## config.mk

```make
export PLATFORM = sky130hd
export DESIGN_NAME = ds_n_arb
export DESIGN_NICKNAME = d
export VERILOG_FILES = /design/src/rtl/ds_pkg.sv /design/src/rtl/rr_pick.sv /design/src/rtl/ds_n_arb.sv
export SDC_FILE = /design/constraint.sdc
export NUM_CORES = 1
export LEC_CHECK = 0
export CORE_ASPECT_RATIO = 1.4
export CORE_MARGIN = 4
export CORE_UTILIZATION = 30
export CTS_CLUSTER_DIAMETER = 60
export DETAILED_ROUTE_END_ITERATION = 16
export HOLD_SLACK_MARGIN = 0.06
export PLACE_DENSITY = 0.71
export SETUP_SLACK_MARGIN = 0.2
export SYNTH_ARGS = -nofsm -noshare
export SYNTH_HDL_FRONTEND = slang
export SYNTH_SLANG_ARGS = --single-unit
export TNS_END_PERCENT = 20
```

## constraint.sdc

```tcl
create_clock -name clk -period 4.3 [get_ports clk]
set_input_delay 1.075 -clock clk [delete_from_list [all_inputs] [get_ports clk]]
set_output_delay 1.075 -clock clk [all_outputs]
set_load 0.05 [all_outputs]
```

## src/rtl/ds_pkg.sv

```systemverilog
// Shared constants for the data-selector family: mode encodings and default sizes.
package ds_pkg;
    localparam logic DS_MODE_FIXED = 1'b0;
    localparam logic DS_MODE_RR    = 1'b1;
    localparam int   DS_WIDTH      = 32;
    localparam int   DS_NUM        = 4;
endpackage

```

## src/rtl/rr_pick.sv

```systemverilog
// Rotating priority encoder: picks the first asserted request at or after base,
// wrapping modulo NUM. Purely combinational.
module rr_pick
    import ds_pkg::*;
#(
    parameter  int NUM   = DS_NUM,
    localparam int SEL_W = $clog2(NUM)
) (
    input  logic [NUM-1:0]   req,
    input  logic [SEL_W-1:0] base,
    output logic [NUM-1:0]   gnt,
    output logic [SEL_W-1:0] gnt_idx,
    output logic             any
);

    logic [SEL_W-1:0] idx;

    // Scan from the farthest position back to base so the nearest hit wins last.
    always_comb begin
        gnt     = '0;
        gnt_idx = '0;
        any     = 1'b0;
        idx     = '0;
        for (int k = NUM - 1; k >= 0; k--) begin
            idx = SEL_W'((int'(base) + k) % NUM);
            if (req[idx]) begin
                gnt      = '0;
                gnt[idx] = 1'b1;
                gnt_idx  = idx;
                any      = 1'b1;
            end
        end
    end

endmodule

```

## src/rtl/ds_n_arb.sv

```systemverilog
// N-way registered data selector with fixed-select or round-robin arbitration
// and valid/ready handshakes on both sides.
module ds_n_arb
    import ds_pkg::*;
#(
    parameter  int WIDTH = DS_WIDTH,
    parameter  int NUM   = DS_NUM,
    localparam int SEL_W = $clog2(NUM)
) (
    input  logic                 clk,
    input  logic                 rst_n,
    input  logic                 mode,
    input  logic [SEL_W-1:0]     sel,
    input  logic [NUM-1:0]       in_valid,
    input  logic [NUM*WIDTH-1:0] in_data,
    output logic [NUM-1:0]       in_ready,
    output logic                 out_valid,
    output logic [WIDTH-1:0]     out_data,
    output logic [SEL_W-1:0]     out_src,
    input  logic                 out_ready
);

    logic [SEL_W-1:0] ptr;
    logic [NUM-1:0]   rr_gnt;
    logic [SEL_W-1:0] rr_idx;
    logic             rr_any;
    logic [NUM-1:0]   fixed_gnt;
    logic [NUM-1:0]   grant;
    logic [SEL_W-1:0] g_idx;
    logic             g_any;
    logic [WIDTH-1:0] sel_data;
    logic             can_accept;
    logic             accept;

    rr_pick #(.NUM(NUM)) u_rr_pick (
        .req     (in_valid),
        .base    (ptr),
        .gnt     (rr_gnt),
        .gnt_idx (rr_idx),
        .any     (rr_any)
    );

    // A select value beyond the last channel matches no bit and grants nothing.
    always_comb begin
        fixed_gnt = '0;
        for (int i = 0; i < NUM; i++) begin
            fixed_gnt[i] = in_valid[i] & (sel == SEL_W'(i));
        end
    end

    always_comb begin
        if (mode == DS_MODE_RR) begin
            grant = rr_gnt;
            g_idx = rr_idx;
            g_any = rr_any;
        end else begin
            grant = fixed_gnt;
            g_idx = sel;
            g_any = |fixed_gnt;
        end
    end

    // One-hot AND-OR mux keeps ungranted (possibly X) channels out of the register.
    always_comb begin
        sel_data = '0;
        for (int i = 0; i < NUM; i++) begin
            if (grant[i]) begin
                sel_data = in_data[i*WIDTH +: WIDTH];
            end
        end
    end

    assign can_accept = ~out_valid | out_ready;
    assign accept     = can_accept & g_any;
    assign in_ready   = (can_accept & rst_n) ? grant : '0;

    always_ff @(posedge clk or negedge rst_n) begin
        if (!rst_n) begin
            out_valid <= 1'b0;
            out_data  <= '0;
            out_src   <= '0;
            ptr       <= '0;
        end else if (accept) begin
            out_valid <= 1'b1;
            out_data  <= sel_data;
            out_src   <= g_idx;
            if (mode == DS_MODE_RR) begin
                ptr <= (g_idx == SEL_W'(NUM - 1)) ? '0 : g_idx + 1'b1;
            end
        end else if (out_valid & out_ready) begin
            out_valid <= 1'b0;
        end
    end

endmodule

```

==> qor.txt <==
Initial detailed-routing violation count - 218
Top cells by area, synth - dfrtp_1, a311oi_2, nor2b_1, o31ai_2, a31oi_1
# rows - 46
First-pass iteration count of the detailed router - 4
Die height - 137 um
Clock Path Buffers - 2
Setup Crit Path Kind - primary input to primary output
Tcrit/Tclk final - 93.5%
TritonCTS clock tree - yes
Clk slew on worst S/H paths - 0.06 ns
I/O pins - 177
Slew margin rel. - 61.4%
Area Overhead vs Synth - 60.9%
Worst-path fanout max - 8
Die area - 13600 um^2
Syn Nets - 541
PnR worst setup slack - 0.281 ns
Status - finished clean
Crit path required time - 3.22 ns
Hold Slack - 0.523 ns
Wire length per cell - 19.8 um
Average size of a mapped cell - 8.94 um^2
Routed wl met3 - 893 um
Final Wtd Congestion - 0.840
Startpoint types - primary input
Drt via density - 5.52
CTS root buffer - clkbuf_16
# diodes - 0
Synth warn - 0
Peak VDD IR - 0.371 mV
Top Layer Used - met4
IO Port Bufs - 176
Share of cells above drive strength 1 - 18.1%
Wirelength, routed - 14.0 mm
Yosys top cell by area - dfrtp_1
Clk_skew - 0.00431 ns
Ys async rst share - 100%
Die W - 99.8 um
Via count - 3907
Ys flop type - dfrtp_1
Initial antenna violation count - 0
Mapped Cells - 396
Core area - 11500 um^2
#FFs+latches synth - 37
Routed wl met2 - 7.60 mm
Max-Cap Viols - 0
Placed Area - 5540 um^2
EDFF count, synth - 0
Post-DP HPWL - 10.2 mm
Cts hold-fix bufs - 0
Seq/Total Area, Yosys - 26.2%
Area of the mapped netlist - 3540 um^2
CP endpoint kind - primary output
Final hold vios - 0
Post-synth top area share - 26.2%
Leakage power - 2.14 nW
Tot GR Track Use - 20.0%
Max H-tree Level - 2
Layout Nets - 709
Critical Path AT - 2.94 ns
Final setup fails - 0
Max Clock Freq - 0.249 GHz
Worst-Margin Slew - 0.571 ns
First-pass GRT wire length - 21.3 mm
Starting Density - 30.9%
DP Worst Slack - -0.0617 ns
Hold Path Class - register to register
Antenna viol nets, final - 0
Final Cell Area - 5700 um^2
TNS Setup - 0 ns
Via count of the first global-routing pass - 4017
DRC viols - 0
Unrepaired setup endpoints after global routing - false
Largest net degree at the start of global routing - 38
CTS sink count - 37
Grt ovf - 0
Max Slew Vio Count - 0
Clk Latency, worst-skew pair - 0.28 ns
Synth cell types - 53
Cell Pwr Density - 702 nW/um^2
Post-Route M1 WL - 5.00 mm
Final worst path period need - 4.02 ns
Total power - 4.00 mW
CTS Buf Count - 5
==> per-stage QoR <==
step,util (%),std cells
finish,49.7,708
global route,49.7,708
CTS,49.8,708
detailed placement,48.3,700
global placement,48.3,700
floorplan,-,396
==> layer usage <==
metal	vias to the layer above	global-route usage, %
met2	160	37.8
met3	35	2.75
met4	0	9.34
met1	1852	21.6
met5	-	0
li1	1860	-
==> final cells by class <==
cell class	instances	area (um^2)
fill	1083	5760
multi-input combinational	309	2430
timing repair buffer	203	1990
sequential	37	926
tap	144	180
clock buffer	7	143
inverter	8	30.0
==> where the power goes <==
part	leakage, nW	total [mW]	internal, mW	switching [mW]
logic	1.61	3.05	1.19	1.87
clock network	0.0700	0.368	0.228	0.140
registers	0.459	0.574	0.507	0.0674
==> path summary, 6_finish.rpt <==
check | slack, ns | end | depth (start not counted) | start
hold reg to reg | 0.52 | out_src[1] | 1 | out_src[1]
min in group asynchronous | 0.94 | out_valid | 2 | rst_n
hold / removal | 0.52 | out_src[1] | 1 | out_src[1]
max in group asynchronous | 2.99 | out_data[22] | 2 | rst_n
setup reg to reg | 1.14 | out_data[29] | 9 | ptr[0]
setup / recovery | 0.28 | in_ready[2] | 7 | in_valid[0]
==> placed cells by master (no fill, tap or decap), types with 2 or more instances in the layout <==
master	count
clkdlybuf4s50_1	167
nor2b_1	39
dfrtp_1	37
a21oi_1	36
o21ai_0	35
nor2_1	34
a31oi_1	33
buf_4	27
o31ai_2	18
a311oi_2	18
a311oi_1	14
o31ai_1	14
inv_1	8
ha_1	7
clkbuf_16	5
mux4_2	4
nand2b_1	4
nand2_1	4
buf_12	4
a21o_1	3
nor2_2	3
a21oi_2	2
o21bai_1	2
o211ai_1	2
mux2_2	2
xnor2_1	2
o221ai_1	2
mux2i_1	2
dlygate4sd2_1	2
clkbuf_2	2
==> kinds of logic after synthesis <==
logic type,after synthesis,synth area share [%]
AOI/OAI and AO/OA,192,43.3
and+or+nand+nor,99,15.8
buffers and inverters,51,8.02
DFF,37,26.2
muxes,8,3.75
adders and majority gates,7,2.47
xor gates and xnor gates,2,0.495
==> cell usage after synthesis, types with 2 or more instances <==
library cell and n:
buf_2 5, buf_6 8, mux4_2 4, o21bai_1 2
buf_4 6, o21ai_0 35, a31oi_1 33, a311oi_2 19
nor2b_1 40, nand2b_1 4, mux2i_1 2, ha_1 7
a21o_1 3, inv_1 8, o31ai_1 14, a311oi_1 14
a21oi_2 2, dfrtp_1 37, o211ai_1 2, nor2_1 38
a21oi_1 37, xnor2_1 2, o221ai_1 2, clkbuf_1 22
mux2_2 2, nand2_1 4, o31ai_2 18
==> critical path, cell delays in order <==
cell and delay, ns:
dlygate4sd2_1 0.30, mux4_2 0.58, and3b_1 0.21, a211o_1 0.32
a31oi_4 0.21, nor2_2 0.05, buf_4 0.19
==> flip-flops by register name, summed over array words and instances, names as in the netlist <==
| register | count |
|---|---|
| out_data | 32 |
| ptr | 2 |
| out_valid | 1 |
| out_src | 2 |
==> timing repair <==
item                                    CTS  global route
cloned                                    1             0
endpoints found under the hold margin     0             0
setup buffers                             0             0
endpoints found under the setup margin    4             3
pin swaps                                 1             2
resized for setup                         5             4
Power figures use the tool's default switching activity.
